`config.mk`:
```
export PLATFORM = sky130hd
export DESIGN_NAME = grey_fifo_wr_ctrl
export DESIGN_NICKNAME = d
export VERILOG_FILES = /design/src/rtl/grey_pkg.sv /design/src/rtl/GreyEncode.sv /design/src/rtl/PanicModule.sv /design/src/rtl/grey_fifo_wr_ctrl.sv
export SDC_FILE = /design/constraint.sdc
export NUM_CORES = 1
export LEC_CHECK = 0
export ABC_AREA = 1
export CAP_MARGIN = 10
export CORE_MARGIN = 1.5
export CORE_UTILIZATION = 47
export DETAILED_ROUTE_END_ITERATION = 7
export PLACE_DENSITY = 0.8
export SETUP_SLACK_MARGIN = 0.2
export SLEW_MARGIN = 20
export SYNTH_ARGS = -nofsm -noshare
export SYNTH_HDL_FRONTEND = slang
export SYNTH_SLANG_ARGS = --single-unit
```
`constraint.sdc`:
```
create_clock -name clk_i -period 4.5 [get_ports clk_i]
set_input_delay 0.9 -clock clk_i [delete_from_list [all_inputs] [get_ports clk_i]]
set_output_delay 0.9 -clock clk_i [all_outputs]
set_load 0.005 [all_outputs]
```
`src/rtl/grey_pkg.sv`:
```
// rtl/grey_pkg.sv - shared Grey-code helpers for the FIFO pointer logic
package grey_pkg;

  // Widest pointer the decode helper handles; narrower pointers are zero-extended.
  localparam int GREY_MAX_W = 8;

  function automatic int pw(input int addr_w);
    return addr_w + 1;
  endfunction

  function automatic logic [GREY_MAX_W-1:0] grey2bin(input logic [GREY_MAX_W-1:0] g);
    logic [GREY_MAX_W-1:0] b;
    b[GREY_MAX_W-1] = g[GREY_MAX_W-1];
    for (int i = GREY_MAX_W - 2; i >= 0; i--) begin
      b[i] = b[i+1] ^ g[i];
    end
    return b;
  endfunction

endpackage

```
`src/rtl/GreyEncode.sv`:
```
// rtl/GreyEncode.sv - combinational binary-to-Grey converter
module GreyEncode #(
  parameter int WIDTH = 3
) (
  input  logic [WIDTH-1:0] bin,
  output logic [WIDTH-1:0] grey
);

  assign grey = bin ^ (bin >> 1);

endmodule

```
`src/rtl/PanicModule.sv`:
```
// rtl/PanicModule.sv - stops elaboration when instantiated with TRIGGER set
module PanicModule #(
  parameter bit TRIGGER = 1'b0
) ();

  if (TRIGGER) begin : g_fire
    $fatal(1, "grey_fifo_wr_ctrl: ADDR_W must be in 1..3");
  end

endmodule

```
`src/rtl/grey_fifo_wr_ctrl.sv`:
```
// rtl/grey_fifo_wr_ctrl.sv - write-side controller of an async FIFO with Grey pointers
module grey_fifo_wr_ctrl
  import grey_pkg::*;
#(
  parameter int ADDR_W = 2,
  parameter int AFULL  = 2**ADDR_W - 1
) (
  input  logic                    clk_i,
  input  logic                    rst_i,
  input  logic                    wr_valid_i,
  output logic                    wr_ready_o,
  output logic                    mem_we_o,
  output logic [ADDR_W-1:0]       mem_waddr_o,
  input  logic [pw(ADDR_W)-1:0]   rptr_grey_i,
  output logic [pw(ADDR_W)-1:0]   wptr_grey_o,
  output logic                    full_o,
  output logic                    afull_o,
  output logic [pw(ADDR_W)-1:0]   level_o,
  output logic                    err_o
);

  localparam int              PW      = pw(ADDR_W);
  localparam logic [PW-1:0]   DEPTH   = PW'(2**ADDR_W);
  localparam logic [31:0]     AFULL_U = 32'(AFULL);

  logic [PW-1:0]         wptr_bin;
  logic [PW-1:0]         wptr_bin_next;
  logic [PW-1:0]         wptr_grey_next;
  logic [PW-1:0]         rptr_bin;
  logic [PW-1:0]         rptr_prev;
  logic [PW-1:0]         level_next;
  logic [PW-1:0]         rdiff;
  logic [GREY_MAX_W-1:0] rptr_dec;
  logic                  accept;
  logic                  multi_bit;
  logic                  over_depth;
  logic                  unused_dec;

  if (ADDR_W < 1 || ADDR_W > 3) begin : g_panic
    PanicModule #(.TRIGGER(1'b1)) u_panic ();
  end

  // Ready is gated by reset so a write offered during reset is never taken.
  assign wr_ready_o    = !full_o && !rst_i;
  assign accept        = wr_valid_i && wr_ready_o;
  assign mem_we_o      = accept;
  assign mem_waddr_o   = wptr_bin[ADDR_W-1:0];
  assign wptr_bin_next = wptr_bin + PW'(accept);

  assign rptr_dec   = grey2bin(GREY_MAX_W'(rptr_grey_i));
  assign rptr_bin   = rptr_dec[PW-1:0];
  assign unused_dec = &{1'b0, rptr_dec[GREY_MAX_W-1:PW]};
  assign level_next = wptr_bin_next - rptr_bin;

  // A synchronised Grey pointer may move at most one bit per sample.
  assign rdiff      = rptr_prev ^ rptr_grey_i;
  assign multi_bit  = |(rdiff & (rdiff - PW'(1)));
  assign over_depth = level_next > DEPTH;

  GreyEncode #(.WIDTH(PW)) u_grey_enc (
    .bin  (wptr_bin_next),
    .grey (wptr_grey_next)
  );

  always_ff @(posedge clk_i or posedge rst_i) begin
    if (rst_i) begin
      wptr_bin    <= '0;
      wptr_grey_o <= '0;
      rptr_prev   <= '0;
      full_o      <= 1'b0;
      afull_o     <= (AFULL == 0);
      level_o     <= '0;
      err_o       <= 1'b0;
    end else begin
      wptr_bin    <= wptr_bin_next;
      wptr_grey_o <= wptr_grey_next;
      rptr_prev   <= rptr_grey_i;
      full_o      <= (level_next == DEPTH);
      afull_o     <= ({{(32-PW){1'b0}}, level_next} >= AFULL_U);
      level_o     <= level_next;
      err_o       <= err_o || multi_bit || over_depth;
    end
  end

endmodule

```
==> results of run 1 <==
## metrics by stage
| step | cell area [sq um] | hold WS, ps | cells | power [W] |
|---|---|---|---|---|
| 2_1_floorplan | 641 | 518 | 68 | 0.000325 |
| 3_3_place_gp | 840 | 533 | 101 | 0.000437 |
| 3_5_place_dp | 840 | 540 | 101 | 0.000446 |
| 4_1_cts | 876 | 558 | 105 | 0.000536 |
| 5_1_grt | 876 | 572 | 105 | 0.000578 |
| 6_report | 876 | 556 | 105 | 0.000528 |
## synthesized netlist by cell type, drive strengths merged
cell type   n
xnor2       2
nand2      23
nor2        2
a21oi       2
nor3b       1
dfrtp      14
fa          1
inv        14
xor2        5
o211ai      1
ha          3
## routing by layer
metal  up-vias  routed length (microns)  track usage  part of all wire
li1        243                        -            -                 -
met1       208                      423        0.236              0.45
met2        11                      460        0.238              0.49
met3         2                       35       0.0511             0.037
met4         0                       21       0.0776             0.022
met5         -                        0            0                 0
## cell families after synthesis
kind of cell    count (synthesis)  synth area share
fa+ha+maj                       4            0.0899
xor+xnor                        7            0.0957
compound gates                  3            0.0273
buf+inv                        14            0.0820
flops                          14             0.547
simple gates                   26             0.158
## power by group through the flow
stage,sequential [W],combinational [W],clock [W]
after global routing,0.000197,0.000286,0.0000954
after global placement,0.000194,0.000244,0
after detailed placement,0.000195,0.000251,0
after CTS,0.000192,0.000252,0.0000915
final,0.000192,0.000247,0.0000885
after floorplan,0.000201,0.000124,0
## registers in the layout (all words and copies together), names as in the netlist
name and count:
level_o 3, rptr_prev 3, wptr_bin 3, wptr_grey_o 2, afull_o 1, err_o 1
full_o 1
## worst max path at each step
stage | startpoint | endpoint | slack, ps
after global placement | rst_i | err_o | 1330
after detailed placement | rptr_grey_i[2] | err_o | 1260
after floorplan | wr_valid_i | err_o | 1900
after global routing | rst_i | err_o | 1300
after CTS | rst_i | mem_we_o | 1390
final | rst_i | mem_we_o | 1420
## area by class of cell
class	count	share of cell area
Sequential cell	14	0.400
Multi-Input combinational cell	40	0.271
Timing Repair Buffer	18	0.206
Inverter	14	0.0600
Clock buffer	4	0.0414
Tap cell	15	0.0214
==> qor.json, run 1 <==
{
  "cts_made_buffers": 3,
  "p_leak_nw": 0.461,
  "antenna_found_initial": 0,
  "critPathRequiredTime_ps": 3600,
  "sequential_cell_area_sq_um": 350,
  "worstReg2RegEnd": "err_o",
  "most_frequent_standard_cell_in_the_layout_excluding_fill_and_tap_cells": "sky130_fd_sc_hd__nand2_1",
  "crit_path_end_kind": "output pin",
  "startpoint_type": "input pin",
  "finalWeightedCongestion": 0.775,
  "run_status": "finished, final reports clean",
  "totalWireLength_microns": 940,
  "drc": 0,
  "hold_path_end": "wptr_bin[2]",
  "hold_buffers": 0,
  "total_switching_power_w": 0.000168,
  "timing_max_transition_violations_final": 0,
  "initial_core_util": 0.499,
  "skew_ps": 8.27,
  "n_fill_cell": 107,
  "ys_top_cells_by_area": "sky130_fd_sc_hd__dfrtp_1 55%, sky130_fd_sc_hd__nand2_1 13%, sky130_fd_sc_hd__inv_1 8.2%",
  "nets": 101,
  "timing.final.hold_violations": 0,
  "gr-usage-all-layers": 0.169,
  "synthesized_nets": 78,
  "globalRoute.totalOverflow": 0,
  "fmaxAchievable_mhz": 325,
  "number_of_cells_on_the_worst_hold_path": 1,
  "dp_hpwl_microns": 779,
  "drt_pass1_iterations": 4,
  "worst_path_max_delay_cell": "sky130_fd_sc_hd__clkdlybuf4s50_1",
  "cts_tree": "yes",
  "clk_transition_reported_paths_ps": 70,
  "via_count_of_the_first_global_routing_pass": 410,
  "post-synth-top-area-fraction": 0.547,
  "kind_of_path_behind_the_tightest_hold_check": "reg -> reg",
  "design.portCount": 19,
  "cts_num_sinks": 14,
  "drtIter0Drc": 4,
  "chipHeight_microns": 39.9,
  "timing_worst_setup_path_type": "in -> out",
  "layout-drive-gt1-share": 0.0444,
  "min-delay-start": "wptr_bin[2]",
  "post-route-worst-setup-slack_ps": 1420,
  "cts_repair_resize_count": 0,
  "drt-wirelength-per-cell_microns": 8.95,
  "row_count": 13,
  "netlist.top_cell.by_area": "sky130_fd_sc_hd__dfrtp_1",
  "pwr-share-clk": 0.168,
  "cp_top_family": "buffers and inverters",
  "cp_num_buf_inv": 2,
  "floorplan.die_area_sq_um": 1590,
  "grt_setup_unrepaired": "false",
  "syn-cell-area_sq_um": 641,
  "cts_max_path_buffers": 2,
  "timing.reg2reg.worst_path_depth": 13,
  "ys_types": 11,
  "p_seq_frac": 0.363,
  "slowest_delay_ps": 550,
  "cts_setup_buffers": 0,
  "relSlewSlack": 0.673,
  "drt.antenna.violating_nets": 0,
  "die_w_microns": 39.9,
  "finalCriticalPeriod_ps": 3080,
  "worstSetupPathDepth": 3,
  "tightest_slew_ps": 490,
  "timing.critical_path.cells": "clkdlybuf4s50_1 -> nor3b_1 -> clkdlybuf4s50_1",
  "diodes": 0,
  "area_growth_pct": 36.7,
  "sw_frac_of_total": 0.319,
  "ys_seq_elements": 14,
  "max_cap_violations": 0,
  "critPathArrivalTime_ps": 2180,
  "timing.critical_path.mode_cell": "sky130_fd_sc_hd__clkdlybuf4s50_1",
  "tns_ps": 0,
  "root_buffer": "sky130_fd_sc_hd__clkbuf_4",
  "place_worst_setup_slack_ps": 1260,
  "htree_levels": 1,
  "numPortBuffers": 18,
  "clk_latency_ps": 280,
  "finalCritPeriodShare": 0.685,
  "reg2reg_from": "full_o",
  "finalSetupViolCount": 0,
  "cp_max_fo": 3,
  "p_int_w": 0.000360,
  "power_density_nw_per_um2": 602,
  "share_comb_of_total_power": 0.469,
  "grt_first_pass_wirelength_microns": 1700,
  "vias_per_cell": 4.42,
  "finalCoreUtilization": 0.682,
  "cell_count_after_synthesis": 68,
  "dr_total_vias": 464,
  "final_cell_mix": "23 x sky130_fd_sc_hd__nand2_1, 18 x sky130_fd_sc_hd__clkdlybuf4s50_1, 14 x sky130_fd_sc_hd__inv_1, 14 x sky130_fd_sc_hd__dfrtp_1, 5 x sky130_fd_sc_hd__xor2_1",
  "multi_input_area_sq_um": 238,
  "grt_max_degree": 15,
  "timing.reg2reg.setup_slack_ps": 2290,
  "synth_seq_area_share": 0.547,
  "synth_area_per_cell_sq_um": 9.42,
  "vdd_drop_max_mv": 0.441,
  "synth-warning-count": 0,
  "placeableCoreArea_sq_um": 1280
}
(Power assumes the default switching activity.)
==> inputs of run 2 (changes only) <==
--- a/config.mk
+++ b/config.mk
@@ -8,9 +8,9 @@
 export ABC_AREA = 1
 export CAP_MARGIN = 10
 export CORE_MARGIN = 1.5
-export CORE_UTILIZATION = 47
+export CORE_UTILIZATION = 44
 export DETAILED_ROUTE_END_ITERATION = 7
-export PLACE_DENSITY = 0.8
+export PLACE_DENSITY = 0.75
 export SETUP_SLACK_MARGIN = 0.2
 export SLEW_MARGIN = 20
 export SYNTH_ARGS = -nofsm -noshare
==> constraint.sdc (replaced) <==
create_clock -name clk_i -period 3.1 [get_ports clk_i]
set_input_delay 0.62 -clock clk_i [delete_from_list [all_inputs] [get_ports clk_i]]
set_output_delay 0.62 -clock clk_i [all_outputs]
set_load 0.005 [all_outputs]
==> qor.json, run 2 (same netlist as run 1, synthesis figures left out) <==
{
  "run_status": "finished, final reports clean",
  "most_frequent_standard_cell_in_the_layout_excluding_fill_and_tap_cells": "sky130_fd_sc_hd__nand2_1",
  "finalSetupViolCount": 0,
  "layout-drive-gt1-share": 0.0444,
  "timing.final.hold_violations": 0,
  "via_count_of_the_first_global_routing_pass": 360,
  "grt_first_pass_wirelength_microns": 1580,
  "timing.critical_path.cells": "clkdlybuf4s50_1 -> xor2_1 -> xor2_1 -> inv_1 -> ha_1 -> fa_1 -> inv_1 -> nand2_1 -> nand2_1 -> inv_1 -> nand2_1 -> nand2_1 -> nand2_1 -> nand2_1",
  "cts_setup_buffers": 0,
  "tns_ps": 0,
  "kind_of_path_behind_the_tightest_hold_check": "reg -> reg",
  "p_leak_nw": 0.461,
  "grt_max_degree": 15,
  "finalCritPeriodShare": 0.846,
  "timing.critical_path.mode_cell": "sky130_fd_sc_hd__nand2_1",
  "vias_per_cell": 4.50,
  "timing.reg2reg.setup_slack_ps": 900,
  "grt_setup_unrepaired": "false",
  "slowest_delay_ps": 560,
  "post-place-cells": 101,
  "cts_max_path_buffers": 2,
  "timing_max_transition_violations_final": 0,
  "number_of_cells_on_the_worst_hold_path": 4,
  "totalWireLength_microns": 1010,
  "finalWeightedCongestion": 0.781,
  "cts_repair_resize_count": 0,
  "critPathRequiredTime_ps": 3270,
  "tightest_slew_ps": 503,
  "relSlewSlack": 0.664,
  "finalCriticalPeriod_ps": 2620,
  "design.portCount": 19,
  "critPathArrivalTime_ps": 2790,
  "gr-usage-all-layers": 0.158,
  "die_w_microns": 41.2,
  "timing_worst_setup_path_type": "in -> reg",
  "drtIter0Drc": 5,
  "cp_max_fo": 5,
  "drc": 0,
  "clk_transition_reported_paths_ps": 80,
  "min-delay-start": "err_o",
  "fmaxAchievable_mhz": 381,
  "dr_total_vias": 472,
  "max_cap_violations": 0,
  "numPortBuffers": 18,
  "hold_path_end": "err_o",
  "cts_num_sinks": 14,
  "worst_path_max_delay_cell": "sky130_fd_sc_hd__clkdlybuf4s50_1",
  "diodes": 0,
  "skew_ps": 0.212,
  "dp_hpwl_microns": 817,
  "area_growth_pct": 36.7,
  "drt.antenna.violating_nets": 0,
  "drt_pass1_iterations": 4,
  "cts_made_buffers": 3,
  "htree_levels": 1,
  "n_fill_cell": 116,
  "floorplan.die_area_sq_um": 1690,
  "largest_registers_ranked_by_flip_flop_count": "level_o: 3 flops, rptr_prev: 3 flops, wptr_bin: 3 flops",
  "final_cell_mix": "23 x sky130_fd_sc_hd__nand2_1, 18 x sky130_fd_sc_hd__clkdlybuf4s50_1, 14 x sky130_fd_sc_hd__inv_1, 14 x sky130_fd_sc_hd__dfrtp_1, 5 x sky130_fd_sc_hd__xor2_1",
  "power_density_nw_per_um2": 877,
  "chipHeight_microns": 41.2,
  "antenna_found_initial": 0,
  "hold_buffers": 0,
  "placeableCoreArea_sq_um": 1330,
  "row_count": 13,
  "reg2reg_from": "full_o",
  "globalRoute.totalOverflow": 0,
  "worstReg2RegEnd": "err_o",
  "final_cells": 105,
  "cts_tree": "yes",
  "timing.reg2reg.worst_path_depth": 13,
  "root_buffer": "sky130_fd_sc_hd__clkbuf_4",
  "vdd_drop_max_mv": 0.553,
  "drt-wirelength-per-cell_microns": 9.65,
  "startpoint_type": "input pin",
  "clk_latency_ps": 270,
  "crit_path_end_kind": "flip-flop",
  "initial_core_util": 0.480,
  "nets": 101
}
-- run 2: routing by layer --
layer | GRT usage | share of wire | up-vias
li1 | - | - | 244
met1 | 0.199 | 0.46 | 212
met2 | 0.211 | 0.45 | 14
met3 | 0.0978 | 0.074 | 2
met4 | 0.0726 | 0.0079 | 0
met5 | 0 | 0 | -
-- run 2: critical path: cells and delay by family --
family / cells / cell delay (ps)
xor+xnor: 2 / 490
fa+ha+maj: 2 / 570
buf+inv: 4 / 720
simple gates: 6 / 400
-- run 2: report_power, final --
part / internal (W) / leakage (nW) / switching [W] / total [W]
Sequential: 0.000252 / 0.162 / 0.0000292 / 0.000282
Clock: 0.0000714 / 0.0210 / 0.0000557 / 0.000127
Combinational: 0.000199 / 0.277 / 0.000161 / 0.000360
Total: 0.000522 / 0.461 / 0.000246 / 0.000768
-- run 2: layout make-up --
cell class / count / area [sq um] / share of cell area
tap: 15 / 18.8 / 0.0214
inverter: 14 / 52.6 / 0.0600
sequential: 14 / 350 / 0.400
timing repair buffer: 18 / 180 / 0.206
multi-input combinational: 40 / 238 / 0.271
clock buffer: 4 / 36.3 / 0.0414
-- run 2: stage by stage --
step	total power [W]	setup slack [ps]	hold WS, ps	instance area (sq um)	utilization
floorplan	0.000472	783	509	641	-
global placement	0.000641	231	528	840	0.629
detailed placement	0.000650	174	540	840	0.629
CTS	0.000781	475	555	876	0.657
global route	0.000844	308	592	876	0.657
finish	0.000768	477	548	876	0.657
-- run 2: worst max path at each step --
stage                     cells past startpoint  slack, ps  endpoint            from
after floorplan                              13        780     err_o      wr_valid_i
after global placement                       14        230     err_o  rptr_grey_i[2]
after detailed placement                     14        170     err_o  rptr_grey_i[2]
after CTS                                    14        480     err_o  rptr_grey_i[2]
after global routing                         14        310     err_o  rptr_grey_i[2]
final                                        14        480     err_o  rptr_grey_i[2]
==> inputs of run 3 (changes only) <==
--- a/config.mk
+++ b/config.mk
@@ -8,9 +8,9 @@
 export ABC_AREA = 1
 export CAP_MARGIN = 10
 export CORE_MARGIN = 1.5
-export CORE_UTILIZATION = 44
+export CORE_UTILIZATION = 40
 export DETAILED_ROUTE_END_ITERATION = 7
-export PLACE_DENSITY = 0.75
+export PLACE_DENSITY = 0.72
 export SETUP_SLACK_MARGIN = 0.2
 export SLEW_MARGIN = 20
 export SYNTH_ARGS = -nofsm -noshare
==> constraint.sdc (replaced) <==
create_clock -name clk_i -period 2.15 [get_ports clk_i]
set_input_delay 0.43 -clock clk_i [delete_from_list [all_inputs] [get_ports clk_i]]
set_output_delay 0.43 -clock clk_i [all_outputs]
set_load 0.005 [all_outputs]
==> qor.json, run 3 (same netlist as run 1, synthesis figures left out) <==
{
  "final_design_area_no_fill_sq_um": 1010,
  "grt_first_pass_wirelength_microns": 2080,
  "tightest_slew_ps": 515,
  "cts_max_path_buffers": 2,
  "finalCriticalPeriod_ps": 1910,
  "critPathRequiredTime_ps": 2320,
  "timing.reg2reg.setup_slack_ps": 250,
  "place_worst_setup_slack_ps": -392,
  "htree_levels": 1,
  "layout-drive-gt1-share": 0.290,
  "clk_transition_reported_paths_ps": 80,
  "power_density_nw_per_um2": 1220,
  "dp_hpwl_microns": 907,
  "globalRoute.totalOverflow": 0,
  "fmaxAchievable_mhz": 523,
  "dr_total_vias": 503,
  "floorplan.die_area_sq_um": 1850,
  "design.portCount": 19,
  "largest_registers_ranked_by_flip_flop_count": "level_o: 3 flops, rptr_prev: 3 flops, wptr_bin: 3 flops",
  "area_growth_pct": 58.0,
  "vias_per_cell": 4.34,
  "max_cap_violations": 0,
  "gr-usage-all-layers": 0.152,
  "via_count_of_the_first_global_routing_pass": 533,
  "cts_num_sinks": 14,
  "final_cells": 116,
  "kind_of_path_behind_the_tightest_hold_check": "in -> async",
  "timing_max_transition_violations_final": 0,
  "nets": 112,
  "relSlewSlack": 0.657,
  "cts_tree": "yes",
  "startpoint_type": "input pin",
  "drt_pass1_iterations": 3,
  "most_frequent_standard_cell_in_the_layout_excluding_fill_and_tap_cells": "sky130_fd_sc_hd__nand2_1",
  "chipHeight_microns": 43.0,
  "hold_buffers": 0,
  "timing_worst_setup_path_type": "in -> reg",
  "crit_path_end_kind": "flip-flop",
  "skew_ps": 5.44,
  "finalCritPeriodShare": 0.889,
  "drt-wirelength-per-cell_microns": 9.65,
  "placeableCoreArea_sq_um": 1510,
  "row_count": 14,
  "grt_setup_unrepaired": "true",
  "post_dp_cell_area_sq_um": 960,
  "post-place-cells": 110,
  "final_cell_mix": "18 x sky130_fd_sc_hd__nand2_1, 14 x sky130_fd_sc_hd__dfrtp_1, 12 x sky130_fd_sc_hd__clkdlybuf4s50_1",
  "die_w_microns": 43.0,
  "grt_max_degree": 15,
  "vdd_drop_max_mv": 0.836,
  "n_fill_cell": 120,
  "drtIter0Drc": 7,
  "critPathArrivalTime_ps": 2080,
  "diodes": 0,
  "finalWeightedCongestion": 0.751,
  "timing.final.hold_violations": 0,
  "clk_latency_ps": 270,
  "cp_max_fo": 3,
  "drt.antenna.violating_nets": 0,
  "antenna_found_initial": 0,
  "cts_made_buffers": 3,
  "totalWireLength_microns": 1120,
  "post-route-worst-setup-slack_ps": 239,
  "drc": 0,
  "p_leak_nw": 0.515,
  "finalCoreUtilization": 0.672,
  "root_buffer": "sky130_fd_sc_hd__clkbuf_4",
  "numPortBuffers": 18,
  "run_status": "finished, final reports clean",
  "initial_core_util": 0.425,
  "finalSetupViolCount": 0
}
-- run 3: area by class of cell --
class,instances,area (sq um),area share
repair buffers,29,258,0.255
inverters,14,52.6,0.0519
multi-input cells,40,309,0.305
flip-flops and latches,14,350,0.346
clock buffers,3,22.5,0.0222
well taps,16,20.0,0.0198
-- run 3: worst max-delay path, stage by stage --
cell and delay (ps):
sky130_fd_sc_hd__dlygate4sd2_1 230, sky130_fd_sc_hd__nor3b_4 150, sky130_fd_sc_hd__ha_4 160, sky130_fd_sc_hd__ha_4 260
sky130_fd_sc_hd__inv_2 40, sky130_fd_sc_hd__fa_2 360, sky130_fd_sc_hd__inv_2 60, sky130_fd_sc_hd__nand2_2 40
sky130_fd_sc_hd__nand2_2 60, sky130_fd_sc_hd__inv_2 30, sky130_fd_sc_hd__nand2_2 80, sky130_fd_sc_hd__nand2_2 70
sky130_fd_sc_hd__nand2_2 50, sky130_fd_sc_hd__nand2_1 40
-- run 3: stage by stage --
step                      setup TNS (ps)  power [W]  hold slack [ps]
after global placement             -1220    0.00104              532
after CTS                              0    0.00123              458
final                                  0    0.00123              444
after detailed placement           -1390    0.00107              538
after global routing                   0    0.00135              468
after floorplan                        0   0.000747              319
-- run 3: routing by layer --
metal | vias up | track usage | share of wire
li1 | 264 | - | -
met2 | 12 | 0.239 | 0.50
met4 | 0 | 0.0727 | 0.013
met5 | - | 0 | 0
met1 | 225 | 0.204 | 0.45
met3 | 2 | 0.0255 | 0.032
-- run 3: timing repair --
action,CTS,global route
resized for setup,8,7
pin swaps,8,8
endpoints found under the setup margin,7,4
buffers inserted,2,1
-- run 3: power by group --
group	switching (W)	internal [W]	leakage [nW]
registers	0.0000486	0.000364	0.162
clock network	0.0000765	0.0000647	0.0138
logic	0.000282	0.000396	0.338
total	0.000407	0.000825	0.515
-- run 3: path summary, 6_finish.rpt --
kind | from | to | depth (start not counted)
setup / recovery | wr_valid_i | err_o | 14
hold reg to reg | err_o | err_o | 4
hold / removal | rst_i | level_o[1] | 3
max in group asynchronous | rst_i | full_o | 3
setup reg to reg | full_o | err_o | 13
min in group clk_i | rptr_grey_i[0] | rptr_prev[0] | 1
